<file path="src/rtl/gates2_pkg.sv">
// gates2_pkg
//   Shared definitions for the gates2 logic-gate block and its built-in self
//   test: FSM state encoding, bit positions of each gate output inside z, the
//   stimulus table driven onto {a,b} and the expected z for each vector.
package gates2_pkg;

  typedef enum logic [2:0] {
    ST_IDLE   = 3'd0,
    ST_DRIVE  = 3'd1,
    ST_SETTLE = 3'd2,
    ST_CHECK  = 3'd3,
    ST_DONE   = 3'd4
  } state_t;

  // Bit position of each gate output within z[5:0]
  localparam int Z_AND  = 5;
  localparam int Z_NAND = 4;
  localparam int Z_OR   = 3;
  localparam int Z_NOR  = 2;
  localparam int Z_XOR  = 1;
  localparam int Z_XNOR = 0;

  localparam int NUM_VEC = 4;

  // Stimulus order as {a,b}
  localparam logic [1:0] VEC_AB [0:NUM_VEC-1] = '{2'b00, 2'b10, 2'b01, 2'b11};

  // Expected z for each stimulus vector
  localparam logic [5:0] EXP_VEC [0:NUM_VEC-1] = '{6'h15, 6'h1A, 6'h1A, 6'h29};

endpackage

</file>
<file path="src/rtl/gates2_if.sv">
// gates2_if
//   Operand/result bus between the self-test driver and the gates2 block.
//   Signals:
//     a, b  operands, driven by the master (self test)
//     z     six gate outputs, driven by the slave (gates2)
interface gates2_if;
  logic       a;
  logic       b;
  logic [5:0] z;

  modport master (output a, output b, input z);
  modport slave  (input a, input b, output z);
endinterface

</file>
<file path="src/rtl/gates2_selftest.sv">
// gates2_selftest
//   Built-in self test for gates2: on start, walks {a,b} through the four
//   input vectors, waits SETTLE_CYCLES after each change, then compares z with
//   the expected truth-table entry and accumulates the result.
//   Ports:
//     clk        system clock, rising edge
//     rst_n      asynchronous active-low reset
//     start      begin a run (only honoured in IDLE)
//     bus        master side of gates2_if: a/b out (registered), z in
//     busy       high from start acceptance until DONE is left
//     done       one-cycle pulse in the DONE state
//     pass       set when the run had no mismatches; held until next start
//     err_count  number of mismatching vectors in the last run
//     fail_vec   bit i set if vector i mismatched
module gates2_selftest
  import gates2_pkg::*;
#(
  parameter int unsigned SETTLE_CYCLES = 4,
  parameter int unsigned CNT_W         = 4
) (
  input  logic           clk,
  input  logic           rst_n,
  input  logic           start,
  gates2_if.master       bus,
  output logic           busy,
  output logic           done,
  output logic           pass,
  output logic [2:0]     err_count,
  output logic [3:0]     fail_vec
);

  localparam logic [CNT_W-1:0] SETTLE_INIT = CNT_W'(SETTLE_CYCLES);
  localparam logic [CNT_W-1:0] CNT_ONE     = CNT_W'(1);

  state_t           state_q, state_d;
  logic [1:0]       idx_q, idx_d;
  logic [CNT_W-1:0] cnt_q, cnt_d;
  logic             a_q, a_d;
  logic             b_q, b_d;
  logic             busy_q, busy_d;
  logic             pass_q, pass_d;
  logic [2:0]       err_q, err_d;
  logic [3:0]       fail_q, fail_d;

  always_ff @(posedge clk or negedge rst_n) begin
    if (!rst_n) begin
      state_q <= ST_IDLE;
      idx_q   <= '0;
      cnt_q   <= '0;
      a_q     <= 1'b0;
      b_q     <= 1'b0;
      busy_q  <= 1'b0;
      pass_q  <= 1'b0;
      err_q   <= '0;
      fail_q  <= '0;
    end else begin
      state_q <= state_d;
      idx_q   <= idx_d;
      cnt_q   <= cnt_d;
      a_q     <= a_d;
      b_q     <= b_d;
      busy_q  <= busy_d;
      pass_q  <= pass_d;
      err_q   <= err_d;
      fail_q  <= fail_d;
    end
  end

  always_comb begin
    state_d = state_q;
    idx_d   = idx_q;
    cnt_d   = cnt_q;
    a_d     = a_q;
    b_d     = b_q;
    busy_d  = busy_q;
    pass_d  = pass_q;
    err_d   = err_q;
    fail_d  = fail_q;

    unique case (state_q)
      ST_IDLE: begin
        if (start) begin
          state_d = ST_DRIVE;
          idx_d   = '0;
          err_d   = '0;
          fail_d  = '0;
          pass_d  = 1'b0;
          busy_d  = 1'b1;
        end
      end

      ST_DRIVE: begin
        {a_d, b_d} = VEC_AB[idx_q];
        cnt_d      = SETTLE_INIT;
        state_d    = (SETTLE_CYCLES == 0) ? ST_CHECK : ST_SETTLE;
      end

      ST_SETTLE: begin
        // Leaving on the count of 1 makes SETTLE last exactly SETTLE_CYCLES cycles
        cnt_d = cnt_q - CNT_ONE;
        if (cnt_q == CNT_ONE) begin
          state_d = ST_CHECK;
        end
      end

      ST_CHECK: begin
        if (bus.z != EXP_VEC[idx_q]) begin
          err_d         = err_q + 3'd1;
          fail_d[idx_q] = 1'b1;
        end
        if (idx_q == 2'd3) begin
          // Latch the verdict on entry to DONE so pass is valid alongside done
          state_d = ST_DONE;
          pass_d  = (err_d == 3'd0);
        end else begin
          idx_d   = idx_q + 2'd1;
          state_d = ST_DRIVE;
        end
      end

      ST_DONE: begin
        busy_d  = 1'b0;
        state_d = ST_IDLE;
      end

      default: begin
        state_d = ST_IDLE;
      end
    endcase
  end

  assign bus.a     = a_q;
  assign bus.b     = b_q;
  assign busy      = busy_q;
  assign done      = (state_q == ST_DONE);
  assign pass      = pass_q;
  assign err_count = err_q;
  assign fail_vec  = fail_q;

endmodule

</file>
<file path="src/flat_wrapper.sv">
// flat-port wrapper written by rule: the top's interface ports become plain ports
module gates2_selftest_flat import gates2_pkg::*;
#(
  parameter int unsigned SETTLE_CYCLES = 4,
  parameter int unsigned CNT_W         = 4
)
  (clk, rst_n, start, busy, done, pass, err_count, fail_vec, bus_a, bus_b, bus_z);
  gates2_if bus_i ();
  input  logic clk;
  input  logic rst_n;
  input  logic start;
  output logic busy;
  output logic done;
  output logic pass;
  output logic [2:0] err_count;
  output logic [3:0] fail_vec;
  output wire logic [$bits(bus_i.a)-1:0] bus_a;
  output wire logic [$bits(bus_i.b)-1:0] bus_b;
  input wire logic [$bits(bus_i.z)-1:0] bus_z;
  assign bus_a = bus_i.a;
  assign bus_b = bus_i.b;
  assign bus_i.z = bus_z;
  gates2_selftest #(.SETTLE_CYCLES(SETTLE_CYCLES), .CNT_W(CNT_W)) u_core (.clk(clk), .rst_n(rst_n), .start(start), .bus(bus_i), .busy(busy), .done(done), .pass(pass), .err_count(err_count), .fail_vec(fail_vec));
endmodule
</file>
<file path="config.mk">
export PLATFORM = sky130hd
export DESIGN_NAME = gates2_selftest_flat
export DESIGN_NICKNAME = d
export VERILOG_FILES = /design/src/rtl/gates2_pkg.sv /design/src/rtl/gates2_if.sv /design/src/rtl/gates2_selftest.sv /design/src/flat_wrapper.sv
export SDC_FILE = /design/constraint.sdc
export NUM_CORES = 1
export LEC_CHECK = 0
export BUFFER_PORTS_ARGS = -buffer_cell sky130_fd_sc_hd__buf_2
export CORE_MARGIN = 2
export CORE_UTILIZATION = 54
export DETAILED_ROUTE_END_ITERATION = 7
export PLACE_DENSITY = 0.77
export REMOVE_ABC_BUFFERS = 1
export SETUP_SLACK_MARGIN = 0.3
export SKIP_CTS_REPAIR_TIMING = 1
export SLEW_MARGIN = 30
export SYNTH_ARGS = -nofsm -noshare
export SYNTH_HDL_FRONTEND = slang
export SYNTH_SLANG_ARGS = --single-unit
export TNS_END_PERCENT = 20
</file>
<file path="constraint.sdc">
create_clock -name clk -period 2.25 [get_ports clk]
set_input_delay 0.45 -clock clk [delete_from_list [all_inputs] [get_ports clk]]
set_output_delay 0.45 -clock clk [all_outputs]
set_load 0.005 [all_outputs]
</file>
Yosys cells after proc, flatten, opt, wreduce, memory -nomap -nowiden. Cells that the tools add are included.

Add/sub/neg operators: 3. Magnitude comparators: 3. Eq/ne operators: 12. Mux-type cells: 28. Bitwise logic cells: 2. Reductions and logical operators: 12.

Operators with widths (number): 3-bit 2-to-1 mux (6); 4-bit one-hot mux with 2 select lines (2); 6-bit binary-select mux with 2-bit select (1); 6-bit 2-to-1 mux (2); 3-bit one-hot mux with 4 select lines (1); 3-bit AND reduction (3); 2-bit 2-to-1 mux (4); 4-bit 2-to-1 mux (2); 3-bit by 2-bit == test with 1-bit output (second input constant) (2); 3-bit logical NOT (2); 2-bit by 1-bit inequality test with 1-bit output (second input constant) (3); 6-bit inequality test (1); 3-bit one-hot mux with 2 select lines (1); 2-bit AND reduction (3); 2-bit nonzero test (3); 2-bit binary-select mux with 2-bit select (1); 4-bit by 1-bit == test with 1-bit output (second input constant) (1); 1-bit 2-to-1 mux (4); 2-bit inequality test (second input constant) (2); 4-bit OR (1); 1-bit one-hot mux with 2 select lines (2); 2-bit one-hot mux with 2 select lines (1); 4-bit by 1-bit subtractor with 4-bit output (second input constant) (1); 3-bit by 1-bit adder with 3-bit output (second input constant) (1); other kinds (10) (10).

Bits in registers: 20. Bits of input ports: 9. Output and inout port bits: 12.

Longest topological paths before layout. Gate-level depths: netlist of the first run.

Depth after elaboration: 10. Gate-level depth with buffers: 6. Mapped depth without buffers: 6.

Worst setup path before layout of the first run. No wires, ideal clock.

Path type: register -> register. Start: register u_core.idx_q[0]. End: register u_core.err_q[2] (netlist: u_core.err_count[2]). Setup time: 0.079 ns. Data arrival time: 1.529 ns. Required time: 2.171 ns. Slack: 0.641 ns. Stages on the path, launching flop included: 7. Clock period less this slack: 1.609 ns. Path through: dfrtp_1 -> inv_1 -> ha_1 -> nand3b_1 -> o21ai_1 -> a211oi_2 -> mux2i_1.

Cells in the longest elaborated chain, start to end: 8.

RTL lines: start: declaration (RTL line gates2_selftest.sv:36) `logic [1:0] idx_q, idx_d;`; start signal: assignment (RTL line gates2_selftest.sv:58) `idx_q <= idx_d;`; 2-bit inverter with 3-bit output (not written as such) (RTL line gates2_selftest.sv:107) `if (bus.z != EXP_VEC[idx_q]) begin`; 6-bit binary-select mux with 2-bit select (RTL line gates2_selftest.sv:107); 6-bit 2-to-1 mux (not written as such) (2 in a row) (RTL line gates2_selftest.sv:107); 6-bit inequality test (RTL line gates2_selftest.sv:107); 3-bit 2-to-1 mux (RTL line gates2_selftest.sv:107); 3-bit 2-to-1 mux (RTL line gates2_selftest.sv:80) `unique case (state_q)`; 3-bit one-hot mux with 2 select lines (RTL line gates2_selftest.sv:80); end signal: assignment (RTL line gates2_selftest.sv:64) `err_q <= err_d;`; end: declaration (RTL line gates2_selftest.sv:42) `logic [2:0] err_q, err_d;`.

No other way between the ends. The select of a mux whose other input is x is not followed. A chain may end at the register's enable or synchronous reset.

Worst setup path after layout of the first run.
Start: register u_core.state_q[0]. End: output done.

Cells in the longest elaborated chain, start to end: 1.

RTL lines: start: declaration (RTL line gates2_selftest.sv:35) `state_t state_q, state_d;`; start signal: assignment (RTL line gates2_selftest.sv:57) `state_q <= state_d;`; 3-bit == test (RTL line gates2_selftest.sv:135) `assign done = (state_q == ST_DONE);`; end: declaration (RTL line flat_wrapper.sv:13) `output logic done;`.

No other way between the ends.

==> impl_metrics.py, run 1 <==
metrics = {
    "outcome": {
        "status": "completed",
    },
    "critical_path": {
        "cp.required_ns": 1.80,
        "crit_arrival_ns": 1.45,
        "cp_slowest_cell": "dfrtp_1",
        "critPathLaunchType": "flop",
        "crit_path_max_fanout": 15,
        "critPathKind": "flop to output port",
        "worst-r2r-cell-count": 6,
        "endpoint_kind": "output port",
        "cp_cell_sequence": "inv_1 > and3_1 > buf_2",
        "cp_slowest_stage_delay_ns": 0.64,
    },
    "placement": {
        "gp_congestion": 0.753,
        "place_area_mm2": 0.00129,
        "port_buffers": 20,
        "placed_cells": 164,
        "dpl.hpwl_mm": 1.75,
    },
    "detailed_routing": {
        "postRouteWirelength_mm": 2.32,
        "vias": 914,
        "drtAntennaViolNets": 0,
        "drt_first_pass_iters": 4,
        "via_per_inst": 5.47,
        "drcViolationCount": 0,
        "drtIter0Drc": 6,
        "wl_per_cell_um": 13.9,
    },
    "power_and_ir_drop": {
        "swShare": 0.434,
        "switching_power_w": 0.000734,
        "pwr-share-seq": 0.423,
        "leakagePower_nw": 0.636,
        "p_comb_frac": 0.478,
        "peakVddDrop_v": 0.000665,
        "p_per_area_mw_per_mm2": 1290,
        "p_int_w": 0.000959,
        "p_clk_frac": 0.099,
    },
    "clock_network": {
        "clock_path_buffers": 2,
        "clk_latency_ns": 0.29,
        "cts_tree": "done",
        "h-tree-depth": 1,
        "cts_root_buf": "clkbuf_4",
        "cts_buffers": 3,
        "clock_sinks": 20,
        "path_clk_slew_ns": 0.11,
    },
    "finish": {
        "syn2layout_area_growth_pct": 10.7,
        "finish.utilization": 0.651,
        "fill_cells": 185,
        "final_area_mm2": 0.00132,
        "antenna_cells": 0,
        "final_cell_mix": "20 x buf_2, 18 x dfrtp_1, 11 x o21ai_0, 10 x inv_1, 10 x nor2_1",
        "nNetsFinal": 160,
        "final_common_cell": "buf_2",
        "stdcell_count": 167,
        "drive_above_1_share": 0.214,
    },
    "global_routing": {
        "grt_usage": 0.202,
        "grt.overflow.total": 0,
        "grt_pass1_wl_mm": 3.95,
        "grt_max_degree": 21,
        "grt_pass1_vias": 913,
        "antenna_found_initial": 0,
    },
    "sta": {
        "setup_tns_ns": 0,
        "worst_pin_slew_ns": 0.511,
        "clock_skew_ns": 0.00626,
        "rsz0062_at_grt": "yes",
        "drv_slew": 0,
        "finalSetupViolCount": 0,
        "hold_violations": 0,
        "fin_crit_sh": 0.844,
        "final.min_clock_period_ns": 1.90,
        "maxClockFrequency_ghz": 0.526,
        "timing.hold.ws_ns": 0.0801,
        "slew_headroom": 0.659,
    },
    "run": {
        "maxCapViolCount": 0,
    },
    "hold_path": {
        "hold_path_class": "input pin to asynchronous set/reset pin",
    },
    "floorplanning": {
        "dieWidth_um": 50.9,
        "fp.dieArea_mm2": 0.00259,
        "initial_core_util": 0.588,
        "rows": 16,
        "ios": 21,
        "core_mm2": 0.00202,
        "die_h_um": 50.9,
    },
    "yosys": {
        "netlist_instances": 122,
        "avgSynthCellArea_um2": 9.74,
        "yosys_warnings": 0,
        "yosysSeqAreaShare": 0.421,
        "synth_seq_cells": 20,
        "synth_cell_types": 36,
        "synth_area_mm2": 0.00119,
    },
}
[state kept, by name, indices dropped and copies added (netlist names)]
| name | flops |
|---|---|
| u_core.idx_q | 2 |
| u_core.bus.a | 1 |
| u_core.err_count | 3 |
| u_core.state_q | 3 |
| u_core.pass | 1 |
| u_core.bus.b | 1 |
| u_core.cnt_q | 4 |
| u_core.fail_vec | 4 |
| u_core.busy | 1 |
[power by group through the flow]
stage / registers, W / clock network (W) / logic [W]
floorplan: 0.000688 / 0 / 0.000591
global placement: 0.000711 / 0 / 0.000784
detailed placement: 0.000720 / 0 / 0.000818
CTS: 0.000712 / 0.000170 / 0.000821
global route: 0.000745 / 0.000180 / 0.000939
finish: 0.000717 / 0.000167 / 0.000810
[kinds of logic (layout without fill, tap and decap cells)]
family          Yosys count  count (layout)  share of synthesized area
simple gates             37              37                      0.162
fa+ha+maj                 9               9                     0.0947
xor+xnor                  6               6                     0.0442
mux                       5               5                     0.0442
compound gates           30              30                      0.176
flops                    20              20                      0.421
buf+inv                  15              33                     0.0579
[Yosys cell counts, drive strengths merged]
cell type / number / share of area
or4b: 1 / 0.0084
xnor2: 3 / 0.022
a22o: 3 / 0.022
nand3: 3 / 0.013
or3b: 1 / 0.0074
a211oi: 1 / 0.011
xor2: 3 / 0.022
nand4b: 1 / 0.0074
inv: 10 / 0.032
dfrtp: 20 / 0.42
nand2: 8 / 0.025
ha: 9 / 0.095
nand3b: 2 / 0.013
a32oi: 1 / 0.0074
nor4: 1 / 0.0053
and4: 1 / 0.0095
a221oi: 2 / 0.020
a21o: 1 / 0.0063
a21oi: 7 / 0.039
o21ai: 12 / 0.051
o2111ai: 1 / 0.0074
mux2i: 3 / 0.025
and3: 1 / 0.0053
o21a: 1 / 0.0063
buf: 5 / 0.026
mux2: 2 / 0.019
a22oi: 1 / 0.0063
nor3: 5 / 0.021
nand4: 1 / 0.0053
nor2: 10 / 0.032
nand2b: 2 / 0.011
[routing by layer]
layer	vias to the layer above	wire length (um)	track usage
met5	-	0	0
met4	0	15	0.0946
met3	2	86	0.0292
met2	15	1160	0.351
met1	431	1060	0.245
li1	466	-	-
[cell type report]
class                           count  area (um^2)  share of cell area
Clock buffer                        3         22.5              0.0171
Timing Repair Buffer               20          100              0.0760
Sequential cell                    20          503               0.382
Inverter                           10         37.5              0.0285
Multi-Input combinational cell     87          619               0.471
Tap cell                           27         33.8              0.0257
[per-stage QoR]
| step | setup slack (ns) | power, W |
|---|---|---|
| floorplan | 0.641 | 0.00128 |
| global placement | 0.576 | 0.00149 |
| detailed placement | 0.486 | 0.00154 |
| CTS | 0.339 | 0.00170 |
| global route | 0.277 | 0.00186 |
| finish | 0.350 | 0.00169 |
[critical path: cells and delay by family, from the launching register on]
| family | cells | cell delay, ns |
|---|---|---|
| DFF | 1 | 0.64 |
| buffers and inverters | 2 | 0.32 |
| and+or+nand+nor | 1 | 0.20 |
[final timing paths]
check                              startpoint                   to  slack, ns
max reg2reg                   u_core.idx_q[1]  u_core.err_count[2]       0.52
max                         u_core.state_q[0]                 done       0.35
max in group asynchronous               rst_n      u_core.idx_q[0]       1.83
min                                     rst_n   u_core.fail_vec[3]       0.08
min reg2reg                u_core.fail_vec[3]   u_core.fail_vec[3]       0.48
min in group clk           u_core.fail_vec[3]   u_core.fail_vec[3]       0.48
Power figures use the tool's default switching activity.
==> inputs of run 2 (changes only) <==
==> constraint.sdc (replaced) <==
create_clock -name clk -period 1.99 [get_ports clk]
set_input_delay 0.398 -clock clk [delete_from_list [all_inputs] [get_ports clk]]
set_output_delay 0.398 -clock clk [all_outputs]
set_load 0.005 [all_outputs]
==> impl_metrics.py, run 2 (same netlist as run 1, synthesis figures left out) <==
metrics = {
    "outcome": {
        "status": "completed",
    },
    "clock_network": {
        "path_clk_slew_ns": 0.12,
        "clock_path_buffers": 2,
        "cts_buffers": 3,
        "clk_latency_ns": 0.31,
        "h-tree-depth": 1,
        "clock_sinks": 20,
        "cts_tree": "done",
        "cts_root_buf": "clkbuf_4",
    },
    "finish": {
        "final_common_cell": "buf_2",
        "antenna_cells": 0,
        "drive_above_1_share": 0.317,
        "fill_cells": 167,
        "syn2layout_area_growth_pct": 17.1,
        "seqCellArea_um2": 505,
        "nNetsFinal": 164,
        "multi_input_area_um2": 648,
        "final_cell_mix": "20 x buf_2, 16 x dfrtp_1, 11 x o21ai_0, 10 x nor2_1, 8 x nand2_1",
    },
    "placement": {
        "dpl.hpwl_mm": 1.82,
        "gp_congestion": 0.749,
        "port_buffers": 20,
    },
    "power_and_ir_drop": {
        "swShare": 0.426,
        "p_comb_frac": 0.522,
        "pwr-share-seq": 0.365,
        "p_clk_frac": 0.114,
        "leakagePower_nw": 0.662,
        "switching_power_w": 0.000905,
        "p_per_area_mw_per_mm2": 1530,
        "p_int_w": 0.00122,
        "peakVddDrop_v": 0.000955,
    },
    "detailed_routing": {
        "drcViolationCount": 0,
        "drt_first_pass_iters": 4,
        "vias": 957,
        "drtAntennaViolNets": 0,
        "wl_per_cell_um": 14.7,
        "via_per_inst": 5.56,
        "drtIter0Drc": 13,
        "postRouteWirelength_mm": 2.53,
    },
    "sta": {
        "final.min_clock_period_ns": 1.61,
        "worst_pin_slew_ns": 0.455,
        "drv_slew": 0,
        "finalSetupViolCount": 0,
        "clock_skew_ns": 0.00771,
        "fin_crit_sh": 0.809,
        "slew_headroom": 0.697,
        "rsz0062_at_grt": "no",
        "setup_tns_ns": 0,
        "hold_violations": 0,
        "maxClockFrequency_ghz": 0.621,
        "timing.hold.ws_ns": 0.0155,
    },
    "critical_path": {
        "critPathLaunchType": "flop",
        "rrSetupSlack_ns": 0.38,
        "crit_arrival_ns": 1.82,
        "endpoint_kind": "flop",
        "critPathKind": "flop to flop",
        "crit_path_max_fanout": 8,
        "cp-startpoint": "u_core.idx_q[0]",
        "regToRegStartpoint": "u_core.idx_q[0]",
        "cp.required_ns": 2.20,
    },
    "hold_path": {
        "hold_path_class": "input pin to asynchronous set/reset pin",
    },
    "global_routing": {
        "grt_usage": 0.213,
        "grt.overflow.total": 0,
        "grt_pass1_wl_mm": 4.16,
        "met3_usage": 0.0526,
        "use_met2": 0.398,
        "antenna_found_initial": 0,
        "grt_busiest_layer": "met2",
        "grt_max_degree": 21,
        "grt_use_met1": 0.250,
        "grt_pass1_vias": 916,
    },
    "run": {
        "maxCapViolCount": 0,
    },
    "floorplanning": {
        "core_mm2": 0.00202,
        "initial_core_util": 0.588,
        "ios": 21,
        "rows": 16,
        "dieWidth_um": 50.9,
        "fp.dieArea_mm2": 0.00259,
        "die_h_um": 50.9,
    },
}
-- run 2: power by group through the flow --
stage | combinational (W) | clock [W] | sequential [W]
after floorplan | 0.000668 | 0 | 0.000778
after global placement | 0.000931 | 0 | 0.000776
after detailed placement | 0.000973 | 0 | 0.000791
after CTS | 0.000979 | 0.000246 | 0.000782
after global routing | 0.00125 | 0.000263 | 0.000801
final | 0.00111 | 0.000242 | 0.000776
-- run 2: stage by stage --
stage           util  instance area (um^2)  cells  total power, W  setup slack, ns
6_report       0.688                  1390    172         0.00213            0.380
4_1_cts        0.660                  1340    169         0.00201            0.131
5_1_grt        0.688                  1390    172         0.00232            0.308
3_5_place_dp   0.642                  1300    165         0.00176            0.218
2_1_floorplan      -                  1160    117         0.00145            0.381
3_3_place_gp   0.642                  1300    165         0.00171            0.316
-- run 2: critical path, stage by stage (launching register included) --
cell     delay [ns]
dfrtp_2        0.48
inv_2          0.12
ha_2           0.22
xnor2_2        0.13
and4_4         0.28
a21oi_4        0.09
a22o_1         0.20
-- run 2: layer usage --
metal,share of wire,routed length (um),vias up
met3,0.049,123,2
met4,0.0040,10,0
met2,0.52,1300,26
li1,-,-,470
met5,0,0,-
met1,0.43,1090,459
-- run 2: worst paths after layout --
| check | to | depth (start not counted) |
|---|---|---|
| setup / recovery | u_core.fail_vec[1] | 6 |
| min in group clk | u_core.fail_vec[3] | 2 |
| max in group asynchronous | u_core.state_q[0] | 1 |
| setup reg to reg | u_core.fail_vec[1] | 6 |
| hold reg to reg | u_core.fail_vec[3] | 2 |
| hold / removal | u_core.fail_vec[3] | 1 |
-- run 2: layout make-up --
class	instances	area share
multi-input cells	87	0.466
flip-flops and latches	20	0.363
repair buffers	24	0.0935
inverters	10	0.0270
clock buffers	4	0.0261
well taps	27	0.0243
